[src/rtl/matrix_entry_loader_if.sv]
// Purpose: bundles the switch/key inputs and RAM/status outputs of the matrix entry loader.
// Latency: n/a (wiring only).
// Backpressure: none; the loader is driven by a human operator and a write-only RAM port.
interface matrix_entry_loader_if #(
   parameter int INT_W  = 10,
   parameter int FRAC_W = 6,
   parameter int ADDR_W = 5
);
   localparam int DATA_W = INT_W + FRAC_W;

   logic              start;
   logic              enter;
   logic [INT_W-1:0]  sw;
   logic [ADDR_W-1:0] addr;
   logic [DATA_W-1:0] wdata;
   logic              we_a;
   logic              we_b;
   logic              busy;
   logic              load_done;
   logic              cur_mat;
   logic [ADDR_W-1:0] cur_idx;
   logic              phase;

   // Operator / testbench side: drives the keys and switches, observes RAM and status.
   modport master (
      output start, enter, sw,
      input  addr, wdata, we_a, we_b, busy, load_done, cur_mat, cur_idx, phase
   );

   // Loader side.
   modport slave (
      input  start, enter, sw,
      output addr, wdata, we_a, we_b, busy, load_done, cur_mat, cur_idx, phase
   );
endinterface

[src/rtl/matrix_entry_loader.sv]
// Purpose: keys in DIM x DIM Q-format matrices A then B (integer then fraction per element) into A/B RAMs.
// Latency: key press seen 2 clk after first sample; RAM strobe the cycle after the fraction press.
// Backpressure: none; key presses outside GET_INT/GET_FRAC and start while busy are dropped.
module matrix_entry_loader #(
   parameter int DIM    = 3,
   parameter int INT_W  = 10,
   parameter int FRAC_W = 6,
   parameter int ADDR_W = 5
) (
   input  logic                 clk,
   input  logic                 rst,
   matrix_entry_loader_if.slave bus
);
   localparam logic [ADDR_W-1:0] LAST_IDX = ADDR_W'(DIM*DIM - 1);

   typedef enum logic [2:0] {
      IDLE     = 3'd0,
      GET_INT  = 3'd1,
      GET_FRAC = 3'd2,
      WRITE    = 3'd3,
      DONE     = 3'd4
   } state_t;

   state_t              state_q, state_d;
   logic [ADDR_W-1:0]   idx_q, idx_d;
   logic                cur_mat_q, cur_mat_d;
   logic [INT_W-1:0]    int_latch_q, int_latch_d;
   logic [FRAC_W-1:0]   frac_latch_q, frac_latch_d;
   logic                s1_q, s1_d;
   logic                s2_q, s2_d;
   logic                s3_q, s3_d;
   logic                enter_pulse;

   // Key synchroniser chain; a press is the rising edge seen between the 2nd and 3rd flop.
   always_comb begin
      s1_d        = bus.enter;
      s2_d        = s1_q;
      s3_d        = s2_q;
      enter_pulse = s2_q & ~s3_q;
   end

   // All state, counters, latches and synchroniser flops; reset drops straight back to IDLE.
   always_ff @(posedge clk or negedge rst) begin
      if (!rst) begin
         state_q      <= IDLE;
         idx_q        <= '0;
         cur_mat_q    <= 1'b0;
         int_latch_q  <= '0;
         frac_latch_q <= '0;
         s1_q         <= 1'b0;
         s2_q         <= 1'b0;
         s3_q         <= 1'b0;
      end else begin
         state_q      <= state_d;
         idx_q        <= idx_d;
         cur_mat_q    <= cur_mat_d;
         int_latch_q  <= int_latch_d;
         frac_latch_q <= frac_latch_d;
         s1_q         <= s1_d;
         s2_q         <= s2_d;
         s3_q         <= s3_d;
      end
   end

   // Next-state logic; start wins over a coincident key press because IDLE/DONE never look at the key.
   always_comb begin
      state_d      = state_q;
      idx_d        = idx_q;
      cur_mat_d    = cur_mat_q;
      int_latch_d  = int_latch_q;
      frac_latch_d = frac_latch_q;
      case (state_q)
         IDLE, DONE: begin
            if (bus.start) begin
               state_d   = GET_INT;
               idx_d     = '0;
               cur_mat_d = 1'b0;
            end
         end
         GET_INT: begin
            if (enter_pulse) begin
               int_latch_d = bus.sw[INT_W-1:0];
               state_d     = GET_FRAC;
            end
         end
         GET_FRAC: begin
            if (enter_pulse) begin
               frac_latch_d = bus.sw[FRAC_W-1:0];
               state_d      = WRITE;
            end
         end
         WRITE: begin
            if (idx_q != LAST_IDX) begin
               idx_d   = idx_q + ADDR_W'(1);
               state_d = GET_INT;
            end else if (!cur_mat_q) begin
               idx_d     = '0;
               cur_mat_d = 1'b1;
               state_d   = GET_INT;
            end else begin
               state_d = DONE;
            end
         end
         default: state_d = IDLE;
      endcase
   end

   // Moore outputs: address and data are held stable around the single-cycle strobe in WRITE.
   always_comb begin
      bus.addr      = idx_q;
      bus.wdata     = {int_latch_q, frac_latch_q};
      bus.we_a      = (state_q == WRITE) && !cur_mat_q;
      bus.we_b      = (state_q == WRITE) &&  cur_mat_q;
      bus.busy      = (state_q == GET_INT) || (state_q == GET_FRAC) || (state_q == WRITE);
      bus.load_done = (state_q == DONE);
      bus.cur_mat   = cur_mat_q;
      bus.cur_idx   = idx_q;
      bus.phase     = (state_q == GET_FRAC);
   end
endmodule

[src/flat_wrapper.sv]
// flat-port wrapper written by rule: the top's interface ports become plain ports
module matrix_entry_loader_flat 
#(
   parameter int DIM    = 3,
   parameter int INT_W  = 10,
   parameter int FRAC_W = 6,
   parameter int ADDR_W = 5
)
  (clk, rst, bus_start, bus_enter, bus_sw, bus_addr, bus_wdata, bus_we_a, bus_we_b, bus_busy, bus_load_done, bus_cur_mat, bus_cur_idx, bus_phase);
  matrix_entry_loader_if #(.INT_W(INT_W), .FRAC_W(FRAC_W), .ADDR_W(ADDR_W)) bus_i ();
  input  logic clk;
  input  logic rst;
  input wire logic [$bits(bus_i.start)-1:0] bus_start;
  input wire logic [$bits(bus_i.enter)-1:0] bus_enter;
  input wire logic [$bits(bus_i.sw)-1:0] bus_sw;
  output wire logic [$bits(bus_i.addr)-1:0] bus_addr;
  output wire logic [$bits(bus_i.wdata)-1:0] bus_wdata;
  output wire logic [$bits(bus_i.we_a)-1:0] bus_we_a;
  output wire logic [$bits(bus_i.we_b)-1:0] bus_we_b;
  output wire logic [$bits(bus_i.busy)-1:0] bus_busy;
  output wire logic [$bits(bus_i.load_done)-1:0] bus_load_done;
  output wire logic [$bits(bus_i.cur_mat)-1:0] bus_cur_mat;
  output wire logic [$bits(bus_i.cur_idx)-1:0] bus_cur_idx;
  output wire logic [$bits(bus_i.phase)-1:0] bus_phase;
  assign bus_i.start = bus_start;
  assign bus_i.enter = bus_enter;
  assign bus_i.sw = bus_sw;
  assign bus_addr = bus_i.addr;
  assign bus_wdata = bus_i.wdata;
  assign bus_we_a = bus_i.we_a;
  assign bus_we_b = bus_i.we_b;
  assign bus_busy = bus_i.busy;
  assign bus_load_done = bus_i.load_done;
  assign bus_cur_mat = bus_i.cur_mat;
  assign bus_cur_idx = bus_i.cur_idx;
  assign bus_phase = bus_i.phase;
  matrix_entry_loader #(.DIM(DIM), .INT_W(INT_W), .FRAC_W(FRAC_W), .ADDR_W(ADDR_W)) u_core (.clk(clk), .rst(rst), .bus(bus_i));
endmodule
[config.mk]
export PLATFORM = sky130hd
export DESIGN_NAME = matrix_entry_loader_flat
export DESIGN_NICKNAME = d
export VERILOG_FILES = /design/src/rtl/matrix_entry_loader_if.sv /design/src/rtl/matrix_entry_loader.sv /design/src/flat_wrapper.sv
export SDC_FILE = /design/constraint.sdc
export NUM_CORES = 1
export LEC_CHECK = 0
export BUFFER_PORTS_ARGS = -buffer_cell sky130_fd_sc_hd__buf_2
export CAP_MARGIN = 10
export CORE_MARGIN = 2
export CORE_UTILIZATION = 50
export CTS_BUF_LIST = sky130_fd_sc_hd__clkbuf_8
export DETAILED_ROUTE_END_ITERATION = 8
export PLACE_DENSITY = 0.8
export RECOVER_POWER = 100
export SLEW_MARGIN = 20
export SYNTH_ARGS = -nofsm -noshare
export SYNTH_HDL_FRONTEND = slang
export SYNTH_SLANG_ARGS = --single-unit
export TNS_END_PERCENT = 1
[constraint.sdc]
create_clock -name clk -period 1.7 [get_ports clk]
set_clock_uncertainty 0.05 [all_clocks]
set_input_delay 0.085 -clock clk [delete_from_list [all_inputs] [get_ports clk]]
set_output_delay 0.085 -clock clk [all_outputs]
set_load 0.02 [all_outputs]
==> impl_summary.md, run 1 <==
Global route
Entering global routing, the biggest net connects 29 pins. The via count of the first global-routing pass is between 900 and 1000. The total global routing overflow is 0. Across every metal layer, demand over resource in global routing totals 0.1840.

The wire length of the first global-routing pass is 4505 µm. The initial antenna violation count is 0.

Final layout
The area added between synthesis and finish is 26.20%. The finished layout holds approximately 190 standard cells, fillers aside. The number of antenna cells inserted is 0. The fill cell instance count of the final layout is 206.

Of the cells placed in the final design, the portion with a size suffix greater than 1 is 0.2209. The post-route cell area is roughly 1700 µm². The library cell used most frequently in the layout, excluding fill and tap cells, is sky130_fd_sc_hd__clkbuf_1.

The utilization after layout is 0.6786. In the layout the commonest cells are sky130_fd_sc_hd__clkbuf_1, sky130_fd_sc_hd__dfrtp_1, sky130_fd_sc_hd__buf_2. The final layout contains 180 nets.

Timing
The clock period could shrink to about 1.6 ns. The share of the cycle needed by the critical path after routing is 0.9122. The maximum frequency from static timing analysis is approximately 640 MHz. The slew at the pin closest to its max-slew limit is between 0.6 and 0.7 ns. The total count of hold-check failures in the final report was 0. Setup repair after global routing left no endpoint under its margin. The count of endpoints failing setup in the final report is 0. The setup TNS after final layout is 0 ns. The final max-slew violation count was 0. The worst pin sits at a relative slew slack of 0.5460.

Place
The post-detailed-placement cell area is around 1600 µm². The congestion estimate from routability-driven global placement came to roughly 0.76. The count of port buffers added during placement is 45.

Counting tap cells, the placed design contains a total of around 180 instances. The HPWL after detailed placement is roughly 1900 µm.

Route
The average wire per cell in the routed design is between 10 and 15 µm. For this block, the initial DRC count from the detailed router was 13. The total wire length after detailed routing is roughly 2800 µm. The detailed router placed slightly above 1000 vias in this run. Once detail routing completed, the nets flagged for antenna violations numbered 0. After detailed routing, the number of remaining DRC violations is 0. After detailed routing, the number of vias per cell comes to around 5.3. The first detailed-routing pass took 4 iterations.

Clock network
The latest clock arrival within the worst-skew pair is approximately 0.27 ns. The buffer cell driving the clock tree root is sky130_fd_sc_hd__clkbuf_8. Clock tree synthesis inserted a total of 3 buffers. The clock tree from TritonCTS is done. The clock passes through at most 2 buffers. In this run the number of H-tree levels came out at 1. The clock-pin transition on the worst setup and hold timing paths is about 0.090 ns. Clock tree synthesis found a total of 28 sinks.

Job
The tool flagged a number of max-cap violations equal to 0.

Power and ir drop
Dividing total power by cell area gives a power density of approximately 1600 nW/µm². The design draws 2.668 mW. The static power due to leakage is 0.7926 nW. The peak ir drop on the vdd network is 1.174 mV.

Worst setup path
The sort of element at the start of the critical path is a flip-flop. The largest driver fanout on the critical path is 9. Data on the critical path arrives at its endpoint at 1.66 ns. At the worst endpoint, the required time is around 1.8 ns.

The worst setup path is of the reg -> reg kind. STA classifies the critical path endpoint as a flip-flop.

Yosys
The cell area after technology mapping is around 1400 µm². The number of different library cells in the post-synthesis netlist is 36. The Yosys step of the flow raised 0 warnings. In the synthesized netlist the async set-or-reset flop fraction comes to 1.000. The number of synthesized flops with an enable pin is 0. The number of nets in the synthesized netlist is between 100 and 150. The compound-cell area share of the yosys netlist is 0.06550. After synthesis, the mean cell area works out to approximately 13 µm². The number of storage elements in the synthesis netlist is 28.

Of the total synthesized cell area, the portion taken by XOR and XNOR cells is 0. For this run, the register share of the synthesized area comes to 0.5166. Of the total synthesized cell area, the portion taken by full adders, half adders and majority gates is 0.01845. In the synthesized netlist, the number of instances is ~110.

The simple logic cell fraction of the synthesized area is 0.1697. Measured against the total synthesized area, the mux share comes to 0.1624. The main flop type after synthesis is sky130_fd_sc_hd__dfrtp_1.

By area, the combinational part of the netlist is dominated by simple AND/OR/NAND/NOR gates.

Run status
The run finished with clean final reports.

Die
The starting utilization of the core area is 0.5377. The width of the die is between 50 and 60 µm. The number of placement rows is 18.

The core footprint is 2522 µm². The die covers between 3000 and 4000 µm². The die extent in y is 56.08 µm.

46 I/O pins were placed.

Hold path
The tightest min-delay check is of the in -> reg type.
[registers in the layout, indices dropped and copies added (netlist names)]
| signal | flops |
|---|---|
| u_core.bus.addr | 5 |
| u_core.state_q | 3 |
| u_core.s3_q | 1 |
| u_core.bus.cur_mat | 1 |
| u_core.s2_q | 1 |
| u_core.int_latch_q | 10 |
| u_core.s1_q | 1 |
| u_core.frac_latch_q | 6 |
[Yosys cell counts (2+ instances only)]
cell,n,area [µm²]
sky130_fd_sc_hd__buf_4,7,52.55
sky130_fd_sc_hd__ha_1,2,25.02
sky130_fd_sc_hd__mux2_2,8,90.09
sky130_fd_sc_hd__nand2_1,5,18.77
sky130_fd_sc_hd__mux2i_1,4,40.04
sky130_fd_sc_hd__nor2_1,5,18.77
sky130_fd_sc_hd__or3_1,2,12.51
sky130_fd_sc_hd__nand3_1,6,30.03
sky130_fd_sc_hd__inv_1,5,18.77
sky130_fd_sc_hd__nand2b_1,2,12.51
sky130_fd_sc_hd__o211ai_2,2,25.02
sky130_fd_sc_hd__dfrtp_1,28,700.7
sky130_fd_sc_hd__a21oi_1,2,10.01
sky130_fd_sc_hd__mux2_1,8,90.09
[routing by layer]
layer / vias to the layer above / track usage / wire, µm
met5: - / 0 / 0
met4: 0 / 0.06122 / 34
met3: 5 / 0.04651 / 169
met2: 32 / 0.3059 / 1393
met1: 491 / 0.2332 / 1156
li1: 488 / - / -
[timing repair]
item,in CTS,in global routing
setup buffers,0,0
endpoints found under the setup margin,0,1
resized for setup,0,1
hold endpoints to repair,43,0
hold buffers,12,0
[final cells by class]
type                    count  area, µm²  share of cell area
flip-flops and latches     28      700.7              0.4094
multi-input cells          65      545.5              0.3187
repair buffers             61      337.8              0.1974
clock buffers               3      41.29             0.02412
well taps                  30      37.54             0.02193
clock inverters             1      30.03             0.01754
inverters                   5      18.77             0.01096
[final timing paths]
kind / start / endpoint / slack, ns / cells past startpoint
hold reg to reg: u_core.s1_q$_DFF_PN0_ / u_core.s2_q$_DFF_PN0_ / 0.31 / 0
setup / recovery: u_core.state_q[0]$_DFFE_PN0P_ / u_core.frac_latch_q[4]$_DFFE_PN0P_ / 0.15 / 3
setup reg to reg: u_core.state_q[0]$_DFFE_PN0P_ / u_core.frac_latch_q[4]$_DFFE_PN0P_ / 0.15 / 3
max in group asynchronous: rst / u_core.int_latch_q[0]$_DFFE_PN0P_ / 0.85 / 2
min in group asynchronous: rst / u_core.int_latch_q[7]$_DFFE_PN0P_ / 0.32 / 2
hold / removal: bus_sw[1] / u_core.frac_latch_q[1]$_DFFE_PN0P_ / 0.006 / 2
[where the power goes]
group	switching (mW)	internal, mW	total (mW)	leakage [nW]
clock	0.203	0.315	0.519	0.0357
sequential	0.154	0.902	1.06	0.345
combinational	0.676	0.417	1.09	0.412
[through the flow]
| step | hold WS, ns | setup slack [ns] |
|---|---|---|
| detailed placement | 0.07691 | 0.1930 |
| CTS | 0.0003388 | 0.09353 |
| global placement | 0.07594 | 0.2218 |
| floorplan | -0.2606 | 0.1172 |
| finish | 0.006040 | 0.1493 |
| global route | 0.001155 | 0.02595 |
[cells by family (layout without fill, tap and decap cells)]
logic type | Yosys count | count (layout)
AO/OA/AOI/OAI | 11 | 11
flip-flops | 28 | 28
adder cells (fa/ha/maj) | 2 | 2
multiplexers | 20 | 20
buffers and inverters | 15 | 70
AND/OR/NAND/NOR | 32 | 32
[worst max-delay path, stage by stage, from the launching register on]
cell	delay, ns
sky130_fd_sc_hd__dfrtp_1	0.47
sky130_fd_sc_hd__nor3b_1	0.29
sky130_fd_sc_hd__nand2_1	0.25
sky130_fd_sc_hd__mux2_1	0.38
Power figures use the tool's default switching activity.
==> run 2, diff against run 1 <==
- ABC_AREA: unset -> 1
==> run 2 against run 1 <==
Net effect:
- combinational power about the same
- sequential power about the same
- count of clock-buffer cells in the layout unchanged
- critical path depth increased by 1
- final area decreased by 6.0%
- area after synthesis decreased by 2.1%
- clock power decreased by 0.8%
- utilization decreased by 3.5 points
- register-to-register slack improved by 0.08 ns
==> impl_summary.md, run 2 <==
Worst setup path
In this run the critical register-to-register path is launched from u_core.bus.addr[0]$_DFFE_PN0P_. STA classifies the critical path endpoint as an output pin. The worst register-to-register path ends at u_core.bus.addr[2]$_DFFE_PN0P_. The critical path data required time is 1.56 ns (-0.25 ns). The largest driver fanout on the critical path is 6 (-3). The setup slack on the worst flop-to-flop path is 0.23 ns (+0.08 ns). The arrival time of the worst setup path is 1.35 ns (-0.31 ns). The length in cells of the worst reg-to-reg path is 8 (+5). The type of the worst setup path is reg -> out. The sort of element at the start of the critical path is a flip-flop.

Yosys
The count of yosys warnings during synthesis came to 0 (unchanged). The average footprint of a synthesized cell is 8.792 µm² (-30%). Ranked by instance count, the synthesized netlist is headed by sky130_fd_sc_hd__nand2_1, sky130_fd_sc_hd__dfrtp_1, sky130_fd_sc_hd__inv_1, sky130_fd_sc_hd__o21ai_1. The cell area after technology mapping is 1328 µm² (-2.1%). The net count after synthesis was 167 (+35%). The largest total area in the synthesized netlist belongs to sky130_fd_sc_hd__dfrtp_1. The main flop type after synthesis is sky130_fd_sc_hd__dfrtp_1.

The number of synthesized flops with an enable pin is 0 (unchanged). The most common cell in the netlist is sky130_fd_sc_hd__nand2_1. The proportion of netlist area held by the largest area contributor is 0.5278 (+0.01120). The number of storage elements in the synthesis netlist came to 28 (unchanged). By area the synthesized netlist is led by sky130_fd_sc_hd__dfrtp_1, sky130_fd_sc_hd__nand2_1, sky130_fd_sc_hd__inv_1, sky130_fd_sc_hd__o21ai_2, sky130_fd_sc_hd__o21ai_1. The number of different library cells in the post-synthesis netlist is 21 (-42%). The async set-or-reset flop fraction in the synthesized netlist is 1.000 (unchanged). The sequential-to-total area share from yosys stat is 0.5278 (+0.01120).

The gate count of the mapped netlist came to 151 (+40%).

Clock network
The CTS sink count is 28 (unchanged). The buffer depth of the longest clock path is 2 (unchanged). The number of buffers created by CTS is 3 (unchanged). The post-cts sizing count is 0 (unchanged). The cts-stage hold buffer count is 6 (-6). The latest clock arrival within the worst-skew pair came to 0.27 ns (about the same). The clock-pin transition on the worst setup and hold timing paths is 0.09 ns (about the same). The H-tree depth is 1 (unchanged).

Clock tree synthesis selected as its root buffer the cell sky130_fd_sc_hd__clkbuf_8. TritonCTS built the clock tree. The post-CTS setup buffer count is 0 (unchanged).

Place
The final estimated routing congestion in global placement is 0.7395 (-3.1%). The count of port buffers added during placement was 45 (unchanged). The placed wire-length estimate after detailed placement was 1929 µm (+1.5%). The worst slack at placement is 0.2888 ns (+0.09582 ns).

Global route
The via count of the first global-routing pass was 1089 (+13%). The largest net degree at the start of global routing is 29 (unchanged). The total global routing overflow is 0 (unchanged). The initial antenna violation count is 0 (unchanged). The wire length of the first global-routing pass is 4567 µm (+1.4%). The global router's overall resource usage was 0.1827 (-0.001227).

Timing
The relative slew slack is 0.5521 (+0.006036). The count of endpoints failing setup in the final report is 0 (unchanged). The setup TNS after final layout was 0 ns (unchanged).

The total count of hold-check failures in the final report is 0 (unchanged). The final worst setup slack is 0.2167 ns (+0.06739 ns). The post-layout minimum cycle time is 1.483 ns (-0.06739 ns). The final max-slew violation count is 0 (unchanged). The slew at the pin closest to its max-slew limit is 0.6719 ns (-0.009054 ns). The maximum frequency from static timing analysis is 674.2 MHz (+4.5%). The share of the cycle needed by the critical path after routing is 0.8725 (-0.03964). Setup repair after global routing left no endpoint under its margin.

Final layout
The fill cell instance count of the final layout is 236 (+15%). The ratio of cells with drive above 1 in the final layout is 0.1910 (-0.02990). The area growth from synthesis to layout is 21.21%.

The number of flip-flops under the largest register name is 10 (unchanged). The utilization after layout is 0.6436 (-0.03493). The number of antenna cells inserted is 0 (unchanged).

The layout net count was 216 (+20%). The library cells used most frequently in the layout, excluding fill and tap cells, are sky130_fd_sc_hd__nand2_1, sky130_fd_sc_hd__clkbuf_1, sky130_fd_sc_hd__dfrtp_1. The combined area of the multi-input logic cells is 455.4 µm² (-17%). The register with the most flip-flops in the final layout is u_core.int_latch_q. The area used by sequential logic in the layout is 700.7 µm² (unchanged). Leaving out fill and tap cells, the most frequent cell in the layout is sky130_fd_sc_hd__nand2_1.

Route
The total wire length after detailed routing is 2599 µm (-5.6%). The average wire per cell in the routed design is 11.35 µm (-20%). The remaining design rule violation count was 0 (unchanged). The number of DRC markers after the initial detailed-route iteration is 15 (+2). The number of iterations in the first detailed-routing pass is 4 (unchanged). The via-per-instance ratio is 4.755 (-9.7%). The vias after detailed routing is 1089 (+7.2%). The antenna violation net count after detailed routing is 0 (unchanged).

Job
The total of max-cap violations is 0 (unchanged).

Power and ir drop
The power consumption was 2.681 mW (+0.48%). The sequential group share of total power is 0.395 (about the same). The switching share of total power is 0.4246 (+0.03708).

The static power due to leakage was 0.8691 nW (+9.7%). The share of total power in combinational logic is 0.413 (+0.003). The power dissipated by switching net loads is 1.138 mW (+10%). The internal portion of total power was 1.543 mW (-5.6%). The clock group share of total power is 0.192 (-0.002).

The power per cell area was 1666 nW/µm² (+6.9%). The peak ir drop on the vdd network is 1.078 mV (-8.2%).

Run status
The flow ran to the end, and the final reports show no timing, DRC or antenna violations.

Die
The die extent in y came to 55.53 µm (-0.99%). The number of top-level design ports came to 46 (unchanged). The core footprint is 2500 µm² (-0.89%). The starting utilization of the core area is 0.5310 (-0.006668). The width of the die came to 55.53 µm (-0.99%). The number of placement rows is 18 (unchanged).

The total die area was 3083 µm² (-2.0%).

Hold path
The path class of the tightest hold or removal check is in -> reg. The worst min-delay path startpoint is bus_sw[5]. The worst hold path stage count is 3 (+1).

The hold path endpoint is u_core.frac_latch_q[5]$_DFFE_PN0P_.
==> run 2: cell types whose count changed after synthesis, sizes merged, moves of 2 or more <==
| cell | delta |
|---|---|
| inv | +19 |
| or3 | -2 |
| o21ai | +17 |
| o211ai | -3 |
| nand2b | -2 |
| nand2 | +40 |
| mux2 | -16 |
| xnor2 | +2 |
| mux2i | -4 |
| nor2 | +6 |
| nand3b | -2 |
| and4bb | -2 |
==> run 2: stage by stage <==
stage / hold WS, ns / instance area [µm²] / instances
after floorplan: -0.2606 / 1328 / 151
after global placement: 0.07549 / 1539 / 219
after detailed placement: 0.08895 / 1539 / 219
after CTS: 0.009374 / 1670 / 229
after global routing: 0.02920 / 1609 / 229
final: 0.009203 / 1609 / 229
==> run 2: area by class of cell <==
class / instances / area share
flip-flops and latches: 28 / 0.4355
multi-input cells: 91 / 0.2830
clock buffers: 3 / 0.02566
repair buffers: 52 / 0.1579
well taps: 30 / 0.02333
clock inverters: 1 / 0.01866
inverters: 24 / 0.05599
==> run 2: cell families after synthesis <==
kind of cell               count (synthesis)  share of synthesized area
AOI/OAI and AO/OA                         21                     0.1084
buffers and inverters                     32                     0.1122
DFF                                       28                     0.5278
and+or+nand+nor                           65                     0.2130
xor gates and xnor gates                   3                    0.01980
adders and majority gates                  2                    0.01885
==> run 2: per-layer routing <==
layer / share of wire / GRT usage
met2: 0.52 / 0.3333
met1: 0.42 / 0.2264
met3: 0.048 / 0.02108
met4: 0.0088 / 0.05226
met5: 0 / 0
==> run 2: power groups by stage <==
stage	sequential, mW	combinational, mW	clock, mW
finish	1.06	1.11	0.515
global route	1.10	1.25	0.550
CTS	1.06	1.23	0.533
detailed placement	1.07	1.23	0
global placement	1.06	1.18	0
floorplan	1.32	0.603	0
==> run 2: how the worst max path moves through the flow <==
stage | start | to | slack (ns)
2_1_floorplan | u_core.bus.addr[0]$_DFFE_PN0P_ | u_core.bus.addr[2]$_DFFE_PN0P_ | 0.31
3_3_place_gp | u_core.bus.addr[0]$_DFFE_PN0P_ | u_core.bus.addr[4]$_DFFE_PN0P_ | 0.37
3_5_place_dp | u_core.bus.addr[0]$_DFFE_PN0P_ | u_core.bus.addr[0]$_DFFE_PN0P_ | 0.29
5_1_grt | u_core.bus.addr[0]$_DFFE_PN0P_ | u_core.bus.addr[2]$_DFFE_PN0P_ | 0.04
4_1_cts | u_core.state_q[2]$_DFFE_PN0P_ | bus_we_a | 0.19
6_report | u_core.state_q[2]$_DFFE_PN0P_ | bus_we_a | 0.22
==> run 2: critical path, cell delays in order, from the launching register on <==
cell                       delay [ns]
sky130_fd_sc_hd__dfrtp_1         0.46
sky130_fd_sc_hd__nor2_2          0.25
sky130_fd_sc_hd__inv_2           0.11
sky130_fd_sc_hd__nor2_1          0.09
sky130_fd_sc_hd__clkbuf_2        0.17
==> run 3, diff against run 2 <==
- HOLD_SLACK_MARGIN: unset -> 0.02
- MAX_ROUTING_LAYER: unset -> met4
==> run 3 against run 2 <==
Net effect:
- largest cell class unchanged
- sequential power barely moved
- worst setup slack got worse by 0.0015 ns
- flip-flop and latch count did not move
- via count rose by 2.9%
- maximum frequency fell by 0.10%
- first-iteration DRC count rose by 13%
- final cell count rose by 2.2%
==> impl_summary.md, run 3 (synthesis gave the netlist of run 2 again) <==
Run status
The flow ran to the end, and the final reports show no timing, DRC or antenna violations.

Global route
The total global routing overflow is 0 (unchanged). The initial antenna violation count is 0 (unchanged). The global router's overall resource usage was 0.1960 (+0.01327).

The largest net degree at the start of global routing is 29 (unchanged). The wire length of the first global-routing pass was 4733 µm (+3.6%). The via count of the first global-routing pass is 1121 (+2.9%).

Worst setup path
The setup slack on the worst flop-to-flop path came to 0.23 ns (about the same). The largest driver fanout on the critical path is 6 (unchanged). The type of destination of the critical path is an output pin. The type of the worst setup path is reg -> out. The sort of element at the start of the critical path is a flip-flop. The critical register-to-register path startpoint is u_core.bus.addr[0]$_DFFE_PN0P_. In this run the critical register-to-register path is captured at u_core.bus.addr[2]$_DFFE_PN0P_. The arrival time of the worst setup path is 1.35 ns (about the same).

The critical path data required time is 1.56 ns (about the same). The length in cells of the worst reg-to-reg path came to 8 (unchanged).

Die
The width of the die is 55.53 µm (unchanged). The number of top-level design ports is 46 (unchanged). The total die area is 3083 µm² (unchanged). The number of placement rows came to 18 (unchanged). The core footprint is 2500 µm² (unchanged). The starting utilization of the core area is 0.5310 (unchanged). The die extent in y came to 55.53 µm (unchanged).

Timing
Setup repair after global routing left no endpoint under its margin. The final max-slew violation count came to 0 (unchanged). The count of endpoints failing setup in the final report came to 0 (unchanged). The slew at the pin closest to its max-slew limit is 0.6666 ns (-0.005303 ns). The share of the cycle needed by the critical path after routing was 0.8734 (+0.0008935). The maximum frequency from static timing analysis was 673.5 MHz (-0.10%).

The setup TNS after final layout is 0 ns (unchanged). The post-layout minimum cycle time came to 1.485 ns (+0.001519 ns). The total count of hold-check failures in the final report was 0 (unchanged).

The relative slew slack is 0.5556 (+0.003535).

Final layout
The number of standard cells in the final layout excluding fillers is 234 (+2.2%). The area added between synthesis and finish is 24.98%. The ratio of cells with drive above 1 in the final layout is 0.1863 (-0.004680).

The register with the most flip-flops in the final layout is u_core.int_latch_q. The number of flip-flops under the largest register name was 10 (unchanged). The layout net count is 221 (+2.3%). In the layout the commonest cells are sky130_fd_sc_hd__nand2_1, sky130_fd_sc_hd__clkbuf_1, sky130_fd_sc_hd__dfrtp_1.

The commonest non-fill, non-tap cell in the layout is sky130_fd_sc_hd__nand2_1. The number of antenna cells inserted came to 0 (unchanged).

Power and ir drop
The clock group share of total power came to 0.193 (about the same). The switching share of total power is 0.4256 (+0.0009918). The power per cell area is 1627 nW/µm² (-2.4%).

The share of total power in combinational logic is 0.414 (about the same). The static power due to leakage is 0.8900 nW (+2.4%). The sequential group share of total power is 0.393 (-0.002). The peak ir drop on the vdd network is 1.382 mV (+28%). The internal portion of total power is 1.550 mW (+0.49%). The power dissipated by switching net loads is 1.148 mW (+0.90%).

Place
The count of port buffers added during placement is 45 (unchanged). The final estimated routing congestion in global placement is 0.7487 (+1.2%). The count of placed standard cells including taps is 219 (unchanged).

The placed wire-length estimate after detailed placement came to 1929 µm (unchanged).

Clock network
The H-tree depth came to 1 (unchanged). The post-cts sizing count is 0 (unchanged). The number of buffers created by CTS is 3 (unchanged). The clock-pin transition on the worst setup and hold timing paths is 0.10 ns (about the same). The clock tree from TritonCTS is done. The buffer cell driving the clock tree root is sky130_fd_sc_hd__clkbuf_8. The buffer depth of the longest clock path is 2 (unchanged).

The CTS sink count came to 28 (unchanged). The post-CTS setup buffer count came to 0 (unchanged). The latest clock arrival within the worst-skew pair is 0.28 ns (about the same).

Route
The average wire per cell in the routed design was 11.65 µm (+2.6%). The total wire length after detailed routing came to 2726 µm (+4.9%). The number of DRC markers after the initial detailed-route iteration came to 17 (+2). The total met3 wirelength after detailed routing is 106 µm (-15%).

The number of iterations in the first detailed-routing pass is 4 (unchanged). The via-per-instance ratio is 4.791 (+0.74%). The sum of routed wire segments on met1 is 1160 µm (+5.9%).

The antenna violation net count after detailed routing is 0 (unchanged). The remaining design rule violation count is 0 (unchanged). The vias after detailed routing is 1121 (+2.9%). The routed wire length on met2 is 1430 µm (+5.5%). The highest metal layer carrying signal wires in the routed design is met4.

Hold path
The worst hold path stage count was 3 (unchanged). The tightest min-delay check is of the in -> reg type. The startpoint identified for the worst hold timing path is bus_sw[4]. The path with the worst hold slack has its endpoint at u_core.frac_latch_q[4]$_DFFE_PN0P_.

Job
The total of max-cap violations was 0 (unchanged).
==> run 3: cell types whose count changed in the layout (fill, tap and decap cells not counted), sizes merged <==
cell / delta
dlygate4sd3: +5
==> run 3: worst max path at each step <==
stage / start / endpoint / slack, ns / depth (start not counted)
after floorplan: u_core.bus.addr[0]$_DFFE_PN0P_ / u_core.bus.addr[2]$_DFFE_PN0P_ / 0.31 / 8
after global placement: u_core.bus.addr[0]$_DFFE_PN0P_ / u_core.bus.addr[4]$_DFFE_PN0P_ / 0.37 / 8
after detailed placement: u_core.bus.addr[0]$_DFFE_PN0P_ / u_core.bus.addr[0]$_DFFE_PN0P_ / 0.29 / 8
after CTS: u_core.state_q[2]$_DFFE_PN0P_ / bus_we_a / 0.19 / 4
after global routing: u_core.bus.addr[0]$_DFFE_PN0P_ / u_core.bus.addr[2]$_DFFE_PN0P_ / 0.04 / 8
final: u_core.state_q[2]$_DFFE_PN0P_ / bus_we_a / 0.22 / 4
==> run 3: power groups by stage <==
stage,clock network (mW),logic [mW],registers [mW]
2_1_floorplan,0,0.603,1.32
3_3_place_gp,0,1.18,1.06
3_5_place_dp,0,1.23,1.07
4_1_cts,0.533,1.24,1.06
5_1_grt,0.551,1.26,1.10
6_report,0.521,1.12,1.06
==> run 3: timing repair <==
| action | CTS | global route |
|---|---|---|
| endpoints found under the setup margin | 0 | 0 |
| endpoints found under the hold margin | 38 | 0 |
| hold buffers | 11 | 0 |
==> run 3: layout make-up <==
class | count | area (µm²)
flip-flops and latches | 28 | 700.7
repair buffers | 57 | 304.0
well taps | 30 | 37.54
clock inverters | 1 | 30.03
fillers | 229 | 840.8
inverters | 24 | 90.09
multi-input cells | 91 | 455.4
clock buffers | 3 | 41.29
==> run 3: routing by layer <==
metal  up-vias  global-route usage
met1       526              0.2272
li1        561                   -
met2        30              0.3554
met5         -                   -
met3         4             0.02108
met4         0             0.05923
==> run 3: through the flow <==
step                      worst slack, ns  power, mW  utilization  hold WS [ns]  instance area (µm²)
final                              0.2152      2.699       0.6637       0.02870                 1659
after global routing              0.04250      2.908       0.6637       0.03941                 1659
after CTS                          0.1911      2.837       0.6882       0.02601                 1720
after detailed placement           0.2888      2.293       0.6156       0.08895                 1539
after global placement             0.3680      2.238       0.6156       0.07549                 1539
after floorplan                    0.3070      1.919            -       -0.2606                 1328
==> run 3: critical path, stage by stage (launching register included) <==
cell	delay (ns)
sky130_fd_sc_hd__dfrtp_1	0.46
sky130_fd_sc_hd__nor2_2	0.25
sky130_fd_sc_hd__inv_2	0.11
sky130_fd_sc_hd__nor2_1	0.09
sky130_fd_sc_hd__clkbuf_2	0.17
